===== src/rtl/tcdm_resp_unit.sv =====
// tcdm_resp_unit: TCDM bank-side request pass-through and single-cycle response generator.
// Forwards the arbitration-tree root request to the memory bank and returns a one-hot
// response exactly one cycle after every accepted request. It also advances a
// round-robin priority vector on each accept, and sets a sticky flag for non-one-hot IDs.
//
// Ports
//   clk, rst                     : clock and synchronous active-high reset
//   data_req_i .. data_ID_i      : request from the arbitration tree root
//   data_gnt_o                   : grant to the arbitration tree root
//   mem_req_o .. mem_be_o        : bank request (combinational copy of data_*_i)
//   mem_gnt_i, mem_rdata_i       : bank grant and next-cycle read data
//   data_r_valid_o               : one-hot response valid, one bit per master
//   data_r_rdata_o, data_r_ID_o  : response data and ID
//   RR_FLAG_o                    : round-robin priority vector for the request tree
//   id_err_o                     : sticky error, an accepted request had a non-one-hot ID
module tcdm_resp_unit #(
  parameter int unsigned ADDR_WIDTH = 32,
  parameter int unsigned ID_WIDTH   = 16,
  parameter int unsigned DATA_WIDTH = 32,
  parameter int unsigned BE_WIDTH   = DATA_WIDTH / 8,
  parameter int unsigned RR_WIDTH   = 4
) (
  input  logic                  clk,
  input  logic                  rst,
  input  logic                  data_req_i,
  input  logic [ADDR_WIDTH-1:0] data_add_i,
  input  logic                  data_wen_i,
  input  logic [DATA_WIDTH-1:0] data_wdata_i,
  input  logic [BE_WIDTH-1:0]   data_be_i,
  input  logic [ID_WIDTH-1:0]   data_ID_i,
  output logic                  data_gnt_o,
  output logic                  mem_req_o,
  output logic [ADDR_WIDTH-1:0] mem_add_o,
  output logic                  mem_wen_o,
  output logic [DATA_WIDTH-1:0] mem_wdata_o,
  output logic [BE_WIDTH-1:0]   mem_be_o,
  input  logic                  mem_gnt_i,
  input  logic [DATA_WIDTH-1:0] mem_rdata_i,
  output logic [ID_WIDTH-1:0]   data_r_valid_o,
  output logic [DATA_WIDTH-1:0] data_r_rdata_o,
  output logic [ID_WIDTH-1:0]   data_r_ID_o,
  output logic [RR_WIDTH-1:0]   RR_FLAG_o,
  output logic                  id_err_o
);

  logic                w_accept;
  logic [ID_WIDTH-1:0] w_id_m1;
  logic                w_id_onehot;

  logic                r_valid;
  logic [ID_WIDTH-1:0] r_id;
  logic                r_id_ok;
  logic                r_wen;
  logic [RR_WIDTH-1:0] r_rr;
  logic                r_id_err;

  // Request path is a straight combinational pass-through, also during reset.
  assign mem_req_o   = data_req_i;
  assign mem_add_o   = data_add_i;
  assign mem_wen_o   = data_wen_i;
  assign mem_wdata_o = data_wdata_i;
  assign mem_be_o    = data_be_i;
  assign data_gnt_o  = data_req_i & mem_gnt_i;
  assign w_accept    = data_req_i & data_gnt_o;

  // One-hot test: nonzero and clearing the lowest set bit leaves nothing.
  assign w_id_m1     = data_ID_i - ID_WIDTH'(1);
  assign w_id_onehot = (data_ID_i != '0) && ((data_ID_i & w_id_m1) == '0);

  // Response slot, round-robin counter and sticky ID error.
  always_ff @(posedge clk) begin
    if (rst) begin
      r_valid  <= 1'b0;
      r_id     <= '0;
      r_id_ok  <= 1'b0;
      r_wen    <= 1'b0;
      r_rr     <= '0;
      r_id_err <= 1'b0;
    end else begin
      r_valid <= w_accept;
      if (w_accept) begin
        r_id    <= data_ID_i;
        r_id_ok <= w_id_onehot;
        r_wen   <= data_wen_i;
        r_rr    <= r_rr + RR_WIDTH'(1);
        if (!w_id_onehot) begin
          r_id_err <= 1'b1;
        end
      end
    end
  end

  // A bad ID still occupies the response slot but raises no valid bit.
  assign data_r_valid_o = (r_valid && r_id_ok) ? r_id : '0;
  assign data_r_ID_o    = r_valid ? r_id : '0;
  // Write responses return zero data.
  assign data_r_rdata_o = (r_valid && r_wen) ? mem_rdata_i : '0;
  assign RR_FLAG_o      = r_rr;
  assign id_err_o       = r_id_err;

endmodule

===== config.mk =====
export PLATFORM = sky130hd
export DESIGN_NAME = tcdm_resp_unit
export DESIGN_NICKNAME = d
export VERILOG_FILES = /design/src/rtl/tcdm_resp_unit.sv
export SDC_FILE = /design/constraint.sdc
export NUM_CORES = 1
export LEC_CHECK = 0
export BUFFER_PORTS_ARGS = -buffer_cell sky130_fd_sc_hd__buf_2
export CORE_AREA = 2 2 101 103
export CTS_CLUSTER_DIAMETER = 100
export DETAILED_ROUTE_END_ITERATION = 10
export DIE_AREA = 0 0 103 105
export GPL_ROUTABILITY_DRIVEN = 0
export PLACE_DENSITY = 0.63
export SYNTH_ARGS = -nofsm -noshare
export SYNTH_HDL_FRONTEND = slang
export SYNTH_SLANG_ARGS = --single-unit

===== constraint.sdc =====
create_clock -name clk -period 1.8 [get_ports clk]
set_input_delay 0.36 -clock clk [delete_from_list [all_inputs] [get_ports clk]]
set_output_delay 0.36 -clock clk [all_outputs]
set_load 0.05 [all_outputs]

# Word-level counts from Yosys, hierarchy flattened
# Index checks and enable logic that the tools add are counted.
# Widths: inputs -> output; s select.
[word_totals] ff_bits=24 in_bits=121 output_inout_bits=140 wordCells=21
[op_classes] add_sub_neg=2 n_mux=3 bitwise=4 reduce_logical=6
[op_table] operator="$mux 16" count=2
[op_table] operator="$mux 32" count=1
[op_table] operator="$and 16x16->16" count=1
[op_table] operator="$logic_not 16->1" count=1
[op_table] operator="$reduce_bool 16->1" count=1
[op_table] operator="$sub 16x1->16 const B" count=1
[op_table] operator="$add 4x1->4 const B" count=1
[op_table] operator="$logic_and 1x1->1" count=3
[op_table] operator="$and 1x1->1" count=2
[op_table] operator="$reduce_and 2->1" count=1
[op_table] operator="$not 1->1" count=1

# Logic depth before layout (Yosys ltp)
[logic_depth] depth_word=6 ltp_mapped=5 depth_no_buf=5

# Worst setup path after synthesis
# OpenSTA, ideal clock, no wires.
[synth_timing] path_type="input to register" startpoint="input port data_ID_i[10]" endpoint="register r_id_err, in the netlist id_err_o" setup_time_ps=120 t_arrival_ps=1592 required_ps=1680 path_slack_ps=88 path_stages=5 n_path_buf=0 path_cell_list="or3_4 -> or2_4 -> a221oi_2 -> o22ai_1 -> o31a_1"
[synth_between] elab_chain_cells=6 elab_cells_between_ends=7 classes_between="add/sub (1); bitwise (2); reduce/logical (4)"
[synth_lines] item="start: declaration" line_no="30" source="input logic [ID_WIDTH-1:0] data_ID_i,"
[synth_lines] item="$sub 16x1->16" line_no="67" source="assign w_id_m1 = data_ID_i - ID_WIDTH'(1);"
[synth_lines] item="$and 16x16->16" line_no="68" source="assign w_id_onehot = (data_ID_i != '0) && ((data_ID_i & w_id_m1) == '0);"
[synth_lines] item="$logic_not 16->1" line_no="68"
[synth_lines] item="$logic_and 1x1->1 *" line_no="68"
[synth_lines] item="$not 1->1 (no line) *"
[synth_lines] item="$reduce_and 2->1 (no line) *"
[synth_lines] item="end signal: assignment" line_no="78" source="r_id_err <= 1'b0;"
[synth_lines] item="end signal: assignment" line_no="87" source="r_id_err <= 1'b1;"
[synth_lines] item="end: declaration" line_no="55" source="logic r_id_err;"
# Every way passes the cells marked *; elsewhere a longest branch is shown, timed or not.
# A chain may end at the register's enable or synchronous reset.

# Worst setup path in the final report
[layout_timing] startpoint="register r_valid" endpoint="output port data_r_rdata_o[18]"
[layout_between] elab_chain_cells=2
[layout_lines] item="start: declaration" line_no="50" source="logic r_valid;"
[layout_lines] item="start signal: assignment" line_no="80" source="r_valid <= w_accept;"
[layout_lines] item="$logic_and 1x1->1" line_no="97" source="assign data_r_rdata_o = (r_valid && r_wen) ? mem_rdata_i : '0;"
[layout_lines] item="$mux 32" line_no="97"
[layout_lines] item="end: declaration" line_no="40" source="output logic [DATA_WIDTH-1:0] data_r_rdata_o,"
# No other way between the ends.

==> results.toml <==
[timing]
hold_viol = 0
finalSetupViolations = 0
rsz0062_at_grt = "false"
worst_pin_slew_ns = 0.529
finClkSkew_ns = 0.000184
min_period_over_period_pct = 94.2
slew_headroom_pct = 64.7
period_needed_ns = 1.70
fmax_mhz = 589
finalSetupTns_ns = 0
worst_slack_ns = 0.104
slew_viol_final = 0

[placement]
dp.cells = 461
pre_cts_slack_ns = -0.197
dp_hpwl_um = 5930
placed_area_mm2 = 0.00233
numPortBuffers = 124

[routing]
drt-total-wl_um = 7550
wl_per_cell_um = 16.2
drt-initial-drc-count = 89
detail_route.vias_per_cell = 4.29
vias = 2001
drcViolationCount = 0
antenna_left = 0
dr.pass1.iters = 4

[critical_path]
worst-setup-path-type = "reg2out"
critPathLaunchType = "flip-flop"
critPathMaxFanout = 29
end_kind = "output pin"
arrival_ns = 1.34
cp.required_ns = 1.44

[yosys]
ys_types = 31
async_reset_ff_share_pct = 0
ys.warnings.count = 0
synthTopCellsByArea = "buf_4, dfxtp_1, and3_1"
ys.flop_type = "dfxtp_1"
ys_seq_area_share_pct = 24.0
yosysTopAreaCellShare_pct = 26.2
synth_cells = 276
syn-num-nets = 398
avgSynthCellArea_um2 = 7.26
yosysTopAreaCell = "buf_4"
synth_edf_count = 0
syn_area_mm2 = 0.00200
ys_seq_elements = 24

[die]
die-area_mm2 = 0.0108
die_w_um = 103
core_area_mm2 = 0.00964
rows = 36
fp.dieH_um = 105
ios = 261
start_util_pct = 20.8

[power]
power_density_mw_per_mm2 = 508
ir_drop_uv = 276
p_leak_nw = 1.43

[clock_tree]
cts_tree = "done"
clk_latency_ns = 0.27
cts_max_level = 1
clkTransAtPathRegs_ns = 0.09
cts_root_buf = "clkbuf_8"
cts_sinks = 24
cts_buffers = 3
cts_max_path_buffers = 2
postCtsHoldBufs = 0

[job]
drv_cap = 0

[global_routing]
antenna_found_initial = 0
grt_usage_pct = 12.8
grt_pass1_vias = 1864
grt-ovfl-total = 0
grt_max_degree = 59
grt_pass1_wl_um = 10700

[layout]
area_delta_synth_final_pct = 21.0
final_util_pct = 25.2
nets = 456
diodes = 0
final_cells = 466
drive_gt1_share_pct = 45.6
final_area_mm2 = 0.00242

[min_path]
min_path_type = "in2reg"

[run_status]
status = "finished, final reports clean"
==> worst max-delay path: stages (launching register included) <==
cell and delay (ns):
dfxtp_4 0.42, clkbuf_16 0.20, and3_1 0.18, buf_2 0.26
==> synthesized netlist by cell type, drive strengths merged, types with 2 or more instances <==
master / n
a21oi: 19
and3: 48
buf: 72
inv: 4
clkbuf: 16
o31a: 2
xor2: 2
dfxtp: 24
a211oi: 2
nor3: 4
o22ai: 2
nand2: 39
and2: 16
nor2: 11
==> flip-flops by register name (all words and copies together) (netlist names) <==
signal / count
RR_FLAG_o: 4
r_id: 16
id_err_o: 1
r_valid: 1
r_wen: 1
r_id_ok: 1
==> path summary, 6_finish.rpt <==
path / startpoint / endpoint / slack (ns) / cells after the start
setup / recovery: r_valid / data_r_rdata_o[18] / 0.10 / 3
hold / removal: data_wen_i / r_wen / 0.33 / 3
setup reg to reg: RR_FLAG_o[0] / RR_FLAG_o[2] / 0.83 / 4
hold reg to reg: r_id[12] / r_id[12] / 0.47 / 2
==> layout make-up <==
| type | count | area (µm²) |
|---|---|---|
| clock buffers | 4 | 55.1 |
| multi-input cells | 160 | 916 |
| repair buffers | 141 | 788 |
| fillers | 1114 | 7210 |
| well taps | 133 | 166 |
| inverters | 4 | 15.0 |
| flip-flops and latches | 24 | 484 |
==> timing repair <==
item	4_1_cts	5_1_grt
gates resized for setup	1	4
setup endpoints to repair	1	13
pin swaps	0	0
cloned	0	1
setup buffers	0	0
==> cells by family after synthesis <==
logic type	count (synthesis)	share of synthesized area, %
flops	24	24.0
mux	1	0.499
fa+ha+maj	2	1.12
simple gates	124	32.9
compound gates	30	9.86
buf+inv	92	30.3
xor+xnor	3	1.31
==> cells in the final DEF, fill, tap and decap left out, types with 2 or more instances in the layout <==
master and instances:
xor2_1 2, a21oi_1 19, nand2_1 39, o31a_1 2, inv_1 4, buf_4 16
nor3_1 4, and3_1 48, clkbuf_4 3, dfxtp_1 23, and2_1 16, clkbuf_8 4
buf_2 120, nor2_1 11, a211oi_1 2
==> power breakdown <==
group	total (mW)	switching [mW]	leakage (nW)	internal [mW]
Sequential	0.572	0.0195	0.197	0.553
Clock	0.385	0.190	0.0288	0.196
Combinational	0.275	0.170	1.20	0.106
==> through the flow <==
step	total power [mW]	hold WS [ns]
after floorplan	1.13	0.440
after global placement	0.851	0.453
after detailed placement	0.857	0.457
after CTS	1.25	0.328
after global routing	1.30	0.348
final	1.23	0.330
==> layer usage <==
layer | wire [µm] | track usage (%)
met5 | 0 | 0
met4 | 148 | 3.76
met2 | 3450 | 20.3
met1 | 3290 | 17.1
met3 | 658 | 3.21
Note: power is estimated with default switching activity, not from simulation.
